## src/rtl/sdarb_pkg.sv

```systemverilog
// Shared types and constants for the SD sector arbiter.
// FSM encoding, default image size and sector byte count.
package sdarb_pkg;

  typedef enum logic [2:0] {
    S_IDLE,
    S_CHECK,
    S_ISSUE,
    S_WAIT,
    S_FINISH
  } state_t;

  localparam int IMG_SECTORS_DEF = 1600;
  localparam int SECTOR_BYTES = 512;
  localparam int TMO_W = 25;

endpackage

```

## src/rtl/sd_sector_arbiter_rr_pick.sv

```systemverilog
// Round-robin first-one search over NSRC pending bits,
// starting at ptr and wrapping from NSRC-1 back to 0.
module rr_pick #(
  parameter int NSRC = 4
) (
  input  logic [NSRC-1:0] pending,
  input  logic [1:0]      ptr,
  output logic [1:0]      idx,
  output logic            vld
);

  logic [3:0] p4;
  logic [1:0] j;

  assign p4 = 4'(pending);

  always_comb begin
    idx = '0;
    vld = 1'b0;
    j = '0;
    for (int k = 0; k < NSRC; k++) begin
      j = 2'((int'(ptr) + k) % NSRC);
      if (!vld && p4[j]) begin
        vld = 1'b1;
        idx = j;
      end
    end
  end

endmodule

```

## src/rtl/sd_sector_arbiter.sv

```systemverilog
// Shares one SD sector engine among NSRC requesters, round-robin.
// Optional watchdog: define SDARB_TIMEOUT_EN.
module sd_sector_arbiter
  import sdarb_pkg::*;
#(
  parameter int NSRC = 4,
  parameter int IMG_SECTORS = IMG_SECTORS_DEF,
  parameter int BASE_LBA = 0,
  parameter int TIMEOUT_CYC = 25000000
) (
  input  logic                pin_25mhz_ck,
  input  logic                ppu_vm_init_n,
  input  logic [NSRC-1:0]     req_rd,
  input  logic [NSRC-1:0]     req_wr,
  input  logic [32*NSRC-1:0]  req_sector,
  output logic [NSRC-1:0]     src_busy,
  output logic [NSRC-1:0]     src_done,
  output logic [NSRC-1:0]     src_err,
  output logic [1:0]          grant_idx,
  output logic                grant_vld,
  output logic                sd_rstart,
  output logic                sd_wstart,
  output logic [31:0]         sd_sector,
  input  logic                sd_busy,
  input  logic                sd_done,
  input  logic                sd_outen,
  input  logic [8:0]          sd_outaddr,
  input  logic [7:0]          sd_outbyte,
  output logic [7:0]          sd_inbyte,
  output logic [NSRC-1:0]     src_outen,
  output logic [8:0]          src_outaddr,
  output logic [7:0]          src_outbyte,
  input  logic [8*NSRC-1:0]   src_inbyte
);

  localparam int ADDR_W = $clog2(SECTOR_BYTES);

  state_t state, nxt;
  logic [1:0] gidx, ptr, pick_idx;
  logic pick_vld, op_wr, err_q;
  logic take, load_lba, set_err, tmo_hit;
  logic [31:0] sec_q, lba_q;
  logic [NSRC-1:0] pending, gmask;
  logic [3:0] wr4;

  assign pending = req_rd | req_wr;
  assign wr4 = 4'(req_wr);

  rr_pick #(.NSRC(NSRC)) u_pick (
    .pending (pending),
    .ptr     (ptr),
    .idx     (pick_idx),
    .vld     (pick_vld)
  );

`ifdef SDARB_TIMEOUT_EN
  logic [TMO_W-1:0] tmo_cnt;
  logic in_op;

  assign in_op = (state == S_ISSUE) || (state == S_WAIT);
  assign tmo_hit = in_op && (tmo_cnt == TMO_W'(TIMEOUT_CYC - 1));

  always_ff @(posedge pin_25mhz_ck or negedge ppu_vm_init_n) begin
    if (!ppu_vm_init_n)
      tmo_cnt <= '0;
    else if (in_op && !tmo_hit)
      tmo_cnt <= tmo_cnt + 1'b1;
    else
      tmo_cnt <= '0;
  end
`else
  localparam int unused_tmo = TIMEOUT_CYC;
  assign tmo_hit = 1'b0;
`endif

  always_comb begin
    nxt = state;
    take = 1'b0;
    load_lba = 1'b0;
    set_err = 1'b0;
    unique case (state)
      S_IDLE:
        if (pick_vld) begin
          take = 1'b1;
          nxt = S_CHECK;
        end
      S_CHECK:
        if (sec_q >= 32'(IMG_SECTORS)) begin
          set_err = 1'b1;
          nxt = S_FINISH;
        end else begin
          load_lba = 1'b1;
          nxt = S_ISSUE;
        end
      S_ISSUE:
        if (sd_done) nxt = S_FINISH;
        else if (sd_busy) nxt = S_WAIT;
      // busy falling without a done pulse still ends the op
      S_WAIT:
        if (sd_done || !sd_busy) nxt = S_FINISH;
      S_FINISH:
        nxt = S_IDLE;
      default:
        nxt = S_IDLE;
    endcase
    if (tmo_hit) begin
      set_err = 1'b1;
      nxt = S_FINISH;
    end
  end

  always_ff @(posedge pin_25mhz_ck or negedge ppu_vm_init_n) begin
    if (!ppu_vm_init_n) begin
      state <= S_IDLE;
      gidx  <= '0;
      ptr   <= '0;
      op_wr <= 1'b0;
      err_q <= 1'b0;
      sec_q <= '0;
      lba_q <= '0;
    end else begin
      state <= nxt;
      if (take) begin
        gidx  <= pick_idx;
        op_wr <= wr4[pick_idx];
        sec_q <= req_sector[{pick_idx, 5'b0} +: 32];
        err_q <= 1'b0;
      end else if (set_err) begin
        err_q <= 1'b1;
      end
      if (load_lba)
        lba_q <= 32'(BASE_LBA) + 32'(IMG_SECTORS) * {30'b0, gidx} + sec_q;
      if (state == S_FINISH)
        ptr <= (gidx == 2'(NSRC - 1)) ? 2'd0 : gidx + 2'd1;
    end
  end

  assign gmask = {{(NSRC-1){1'b0}}, 1'b1} << gidx;

  assign grant_vld = (state != S_IDLE);
  assign grant_idx = gidx;
  assign src_busy  = grant_vld ? gmask : '0;
  assign src_done  = (state == S_FINISH) ? gmask : '0;
  assign src_err   = (state == S_FINISH && err_q) ? gmask : '0;
  assign sd_rstart = (state == S_ISSUE) && !op_wr;
  assign sd_wstart = (state == S_ISSUE) && op_wr;
  assign sd_sector = lba_q;

  assign src_outen = (grant_vld && state == S_WAIT && sd_outen) ? gmask : '0;
  assign sd_inbyte = grant_vld ? src_inbyte[{gidx, 3'b0} +: 8] : 8'h00;
  assign src_outaddr = sd_outaddr[ADDR_W-1:0];
  assign src_outbyte = sd_outbyte;

endmodule

```

## config.mk

```make
export PLATFORM = sky130hd
export DESIGN_NAME = sd_sector_arbiter
export DESIGN_NICKNAME = d
export VERILOG_FILES = /design/src/rtl/sdarb_pkg.sv /design/src/rtl/sd_sector_arbiter_rr_pick.sv /design/src/rtl/sd_sector_arbiter.sv
export SDC_FILE = /design/constraint.sdc
export NUM_CORES = 1
export LEC_CHECK = 0
export BUFFER_PORTS_ARGS = -buffer_cell sky130_fd_sc_hd__buf_2
export CELL_PAD_IN_SITES_DETAIL_PLACEMENT = 1
export CELL_PAD_IN_SITES_GLOBAL_PLACEMENT = 1
export CORE_AREA = 3 3 150 94
export CTS_CLUSTER_DIAMETER = 80
export DETAILED_ROUTE_END_ITERATION = 6
export DIE_AREA = 0 0 153 97
export PLACE_DENSITY = 0.9
export SLEW_MARGIN = 30
export SYNTH_ARGS = -nofsm -noshare
export SYNTH_HDL_FRONTEND = slang
export SYNTH_HIERARCHICAL = 1
export SYNTH_SLANG_ARGS = --single-unit
export TNS_END_PERCENT = 5
```

## constraint.sdc

```tcl
create_clock -name pin_25mhz_ck -period 7.1 [get_ports pin_25mhz_ck]
set_input_delay 0 -clock pin_25mhz_ck [delete_from_list [all_inputs] [get_ports pin_25mhz_ck]]
set_output_delay 0 -clock pin_25mhz_ck [all_outputs]
set_load 0.1 [all_outputs]
```

==> flow_summary.json <==
{
  "outcome": "finished clean",
  "ys_warn_count": 6,
  "io_buffers": 233,
  "worst_clock_skew_ns": 0.009098,
  "met3_usage": 0.05230,
  "required_ns": 7.31,
  "yosysTopAreaCell": "dfrtp_1",
  "drt_wl_total_um": 13980,
  "synth_top_area_frac": 0.4100,
  "layout-drive-gt1-share": 0.6302,
  "start_util": 0.3488,
  "rsz0062_at_grt": "false",
  "synth.avg_cell_area_um2": 13.10,
  "cp-start-kind": "register",
  "path_common_cell": "ha_1",
  "cts.sinks": 73,
  "via_per_inst": 5.105,
  "post_drt_wl_per_cell_um": 19.24,
  "synth_edf_count": 0,
  "rows": 32,
  "max_stage_delay_ns": 0.83,
  "grt-busiest-layer": "met2",
  "finalCritPeriodShare": 0.4131,
  "worstSetupPathType": "register to register",
  "synth_fp_nets": 542,
  "crit_arrival_ns": 3.14,
  "fillers": 1419,
  "worst_pin_slew_ns": 0.9007,
  "seq_area_frac_synth": 0.4100,
  "cp_max_fo": 15,
  "drcViolationCount": 0,
  "track_usage": 0.1887,
  "synth_cell_type_count": 44,
  "die_area_um2": 14840,
  "clkTransAtPathRegs_ns": 0.06,
  "yosys-top-cells-count": "73 x dfrtp_1, 46 x mux2_2, 41 x mux4_2",
  "drtIter0Drc": 106,
  "grtUsageMet2": 0.3409,
  "grt_max_degree": 74,
  "hold_violations": 0,
  "clock_insertion_delay_worst_skew_ns": 0.33,
  "syn_to_final_growth_pct": 35.21,
  "async_reset_ff_frac": 1.000,
  "min_path_type": "primary input to primary output",
  "synth_area_leaders": "dfrtp_1 41%, mux4_2 21%, mux2_2 12%",
  "die_y_um": 97,
  "path_cells": "inv_1, ha_1, ha_1, a21oi_1, o211ai_1, a211o_1, mux2_1",
  "cts_tree": "built",
  "overflow": 0,
  "seq_area_um2": 1827,
  "syn_area_um2": 4456,
  "relSlewSlack": 0.3996,
  "io_pins": 268,
  "crit_buf_inv": 1,
  "num_antenna_cells": 0,
  "crit_family": "flip-flops",
  "vias": 3711,
  "grt_pass1_wl_um": 22650,
  "p_leak_nw": 3.063,
  "clock.fmax_mhz": 341.0,
  "met1_usage": 0.2261,
  "endpoint_kind": "register",
  "coreArea_um2": 12770,
  "finalSetupViolations": 0,
  "ant_nets": 0,
  "nNetsFinal": 754,
  "dr.pass1.iters": 4,
  "die_w_um": 153,
  "cts_root_buf": "clkbuf_16",
  "synth.most_common_cell": "dfrtp_1",
  "synth_seq_cells": 73,
  "ir_worst_vdd_mv": 0.1938,
  "dp_hpwl_um": 11320,
  "grt_pass1_vias": 4272,
  "htree_levels": 3,
  "drv_slew": 0,
  "power_density_nw_per_um2": 450.1,
  "hold_slack_ns": 0.00002794,
  "drv_cap": 0,
  "syn_inst": 340,
  "clockBufferDepth": 2,
  "cts_buffers": 9,
  "antenna_found_initial": 0,
  "ys.flop_type": "dfrtp_1",
  "fin_crit_ns": 2.933,
  "finalSetupTns_ns": 0,
  "place.gp.congestion": 0.8808,
  "multi_input_area_um2": 2362,
  "crit_slowest_cell": "dfrtp_1"
}
## cells in the final DEF, fill, tap and decap left out, drive strengths merged, types with 6 or more instances in the layout
cell type,instances
and3,8
clkbuf,9
and2,6
nand2,6
nor2b,31
ha,11
buf,237
mux2,47
mux4,41
inv,16
o21ai,8
nor2,9
a21oi,8
dfrtp,73
## registers in the layout, summed over array words and instances, names as in the netlist
name and cells:
op_wr 1, err_q 1, sd_sector 32, state 3, ptr 2, sec_q 32, grant_idx 2
## what timing repair did
| item | CTS | global route |
|---|---|---|
| setup buffers | 0 | 0 |
| hold endpoints to repair | 73 | 0 |
| resized for setup | 0 | 0 |
| hold buffers | 1 | 0 |
## cells by family (layout without fill, tap and decap cells)
group / after synthesis / after routing / synth area share
fa+ha+maj: 12 / 12 / 0.03538
compound gates: 24 / 24 / 0.03483
mux: 89 / 89 / 0.3283
flops: 73 / 73 / 0.4100
simple gates: 86 / 86 / 0.1165
buf+inv: 51 / 268 / 0.06515
xor+xnor: 5 / 5 / 0.009830
## cell type report
class	count	area share
Clock inverter	7	0.02077
Tap cell	170	0.03531
Clock buffer	9	0.03738
Timing Repair Buffer	238	0.2025
Sequential cell	73	0.3032
Inverter	14	0.008723
Multi-Input combinational cell	216	0.3921
## power by group
part | internal [mW] | switching (mW) | total (mW)
Sequential | 0.539 | 0.134 | 0.674
Clock | 0.347 | 0.181 | 0.528
Combinational | 0.618 | 0.891 | 1.51
Total | 1.50 | 1.21 | 2.71
## routing by layer
| metal | part of all wire | vias to the layer above |
|---|---|---|
| met5 | 0 | - |
| met4 | 0.012 | 0 |
| met1 | 0.41 | 1851 |
| met3 | 0.068 | 16 |
| met2 | 0.51 | 182 |
| li1 | - | 1662 |
## metrics by stage
| step | std cells | power (mW) | utilization | setup slack, ns | cell area, um^2 |
|---|---|---|---|---|---|
| 5_1_grt | 727 | 2.881 | 0.4717 | 3.943 | 6025 |
| 3_3_place_gp | 709 | 2.126 | 0.4420 | 4.223 | 5645 |
| 4_1_cts | 727 | 2.751 | 0.4714 | 4.111 | 6021 |
| 3_5_place_dp | 710 | 2.201 | 0.4432 | 4.139 | 5660 |
| 6_report | 727 | 2.711 | 0.4717 | 4.167 | 6025 |
| 2_1_floorplan | 340 | 1.914 | - | 3.397 | 4456 |
## path summary, 6_finish.rpt
check / endpoint / slack [ns] / cells past startpoint / from
worst max register to register: sd_sector[13] / 4.17 / 7 / grant_idx[0]
worst min-delay path: src_outaddr[0] / 0.00003 / 0 / sd_outaddr[0]
worst max-delay path: sd_sector[13] / 4.17 / 7 / grant_idx[0]
max in group asynchronous: sec_q[7] / 6.36 / 2 / ppu_vm_init_n
worst min register to register: sd_sector[19] / 0.50 / 1 / sd_sector[19]
min in group asynchronous: sd_sector[22] / 0.25 / 2 / ppu_vm_init_n
No activity file was read; power rests on OpenSTA's default activity.
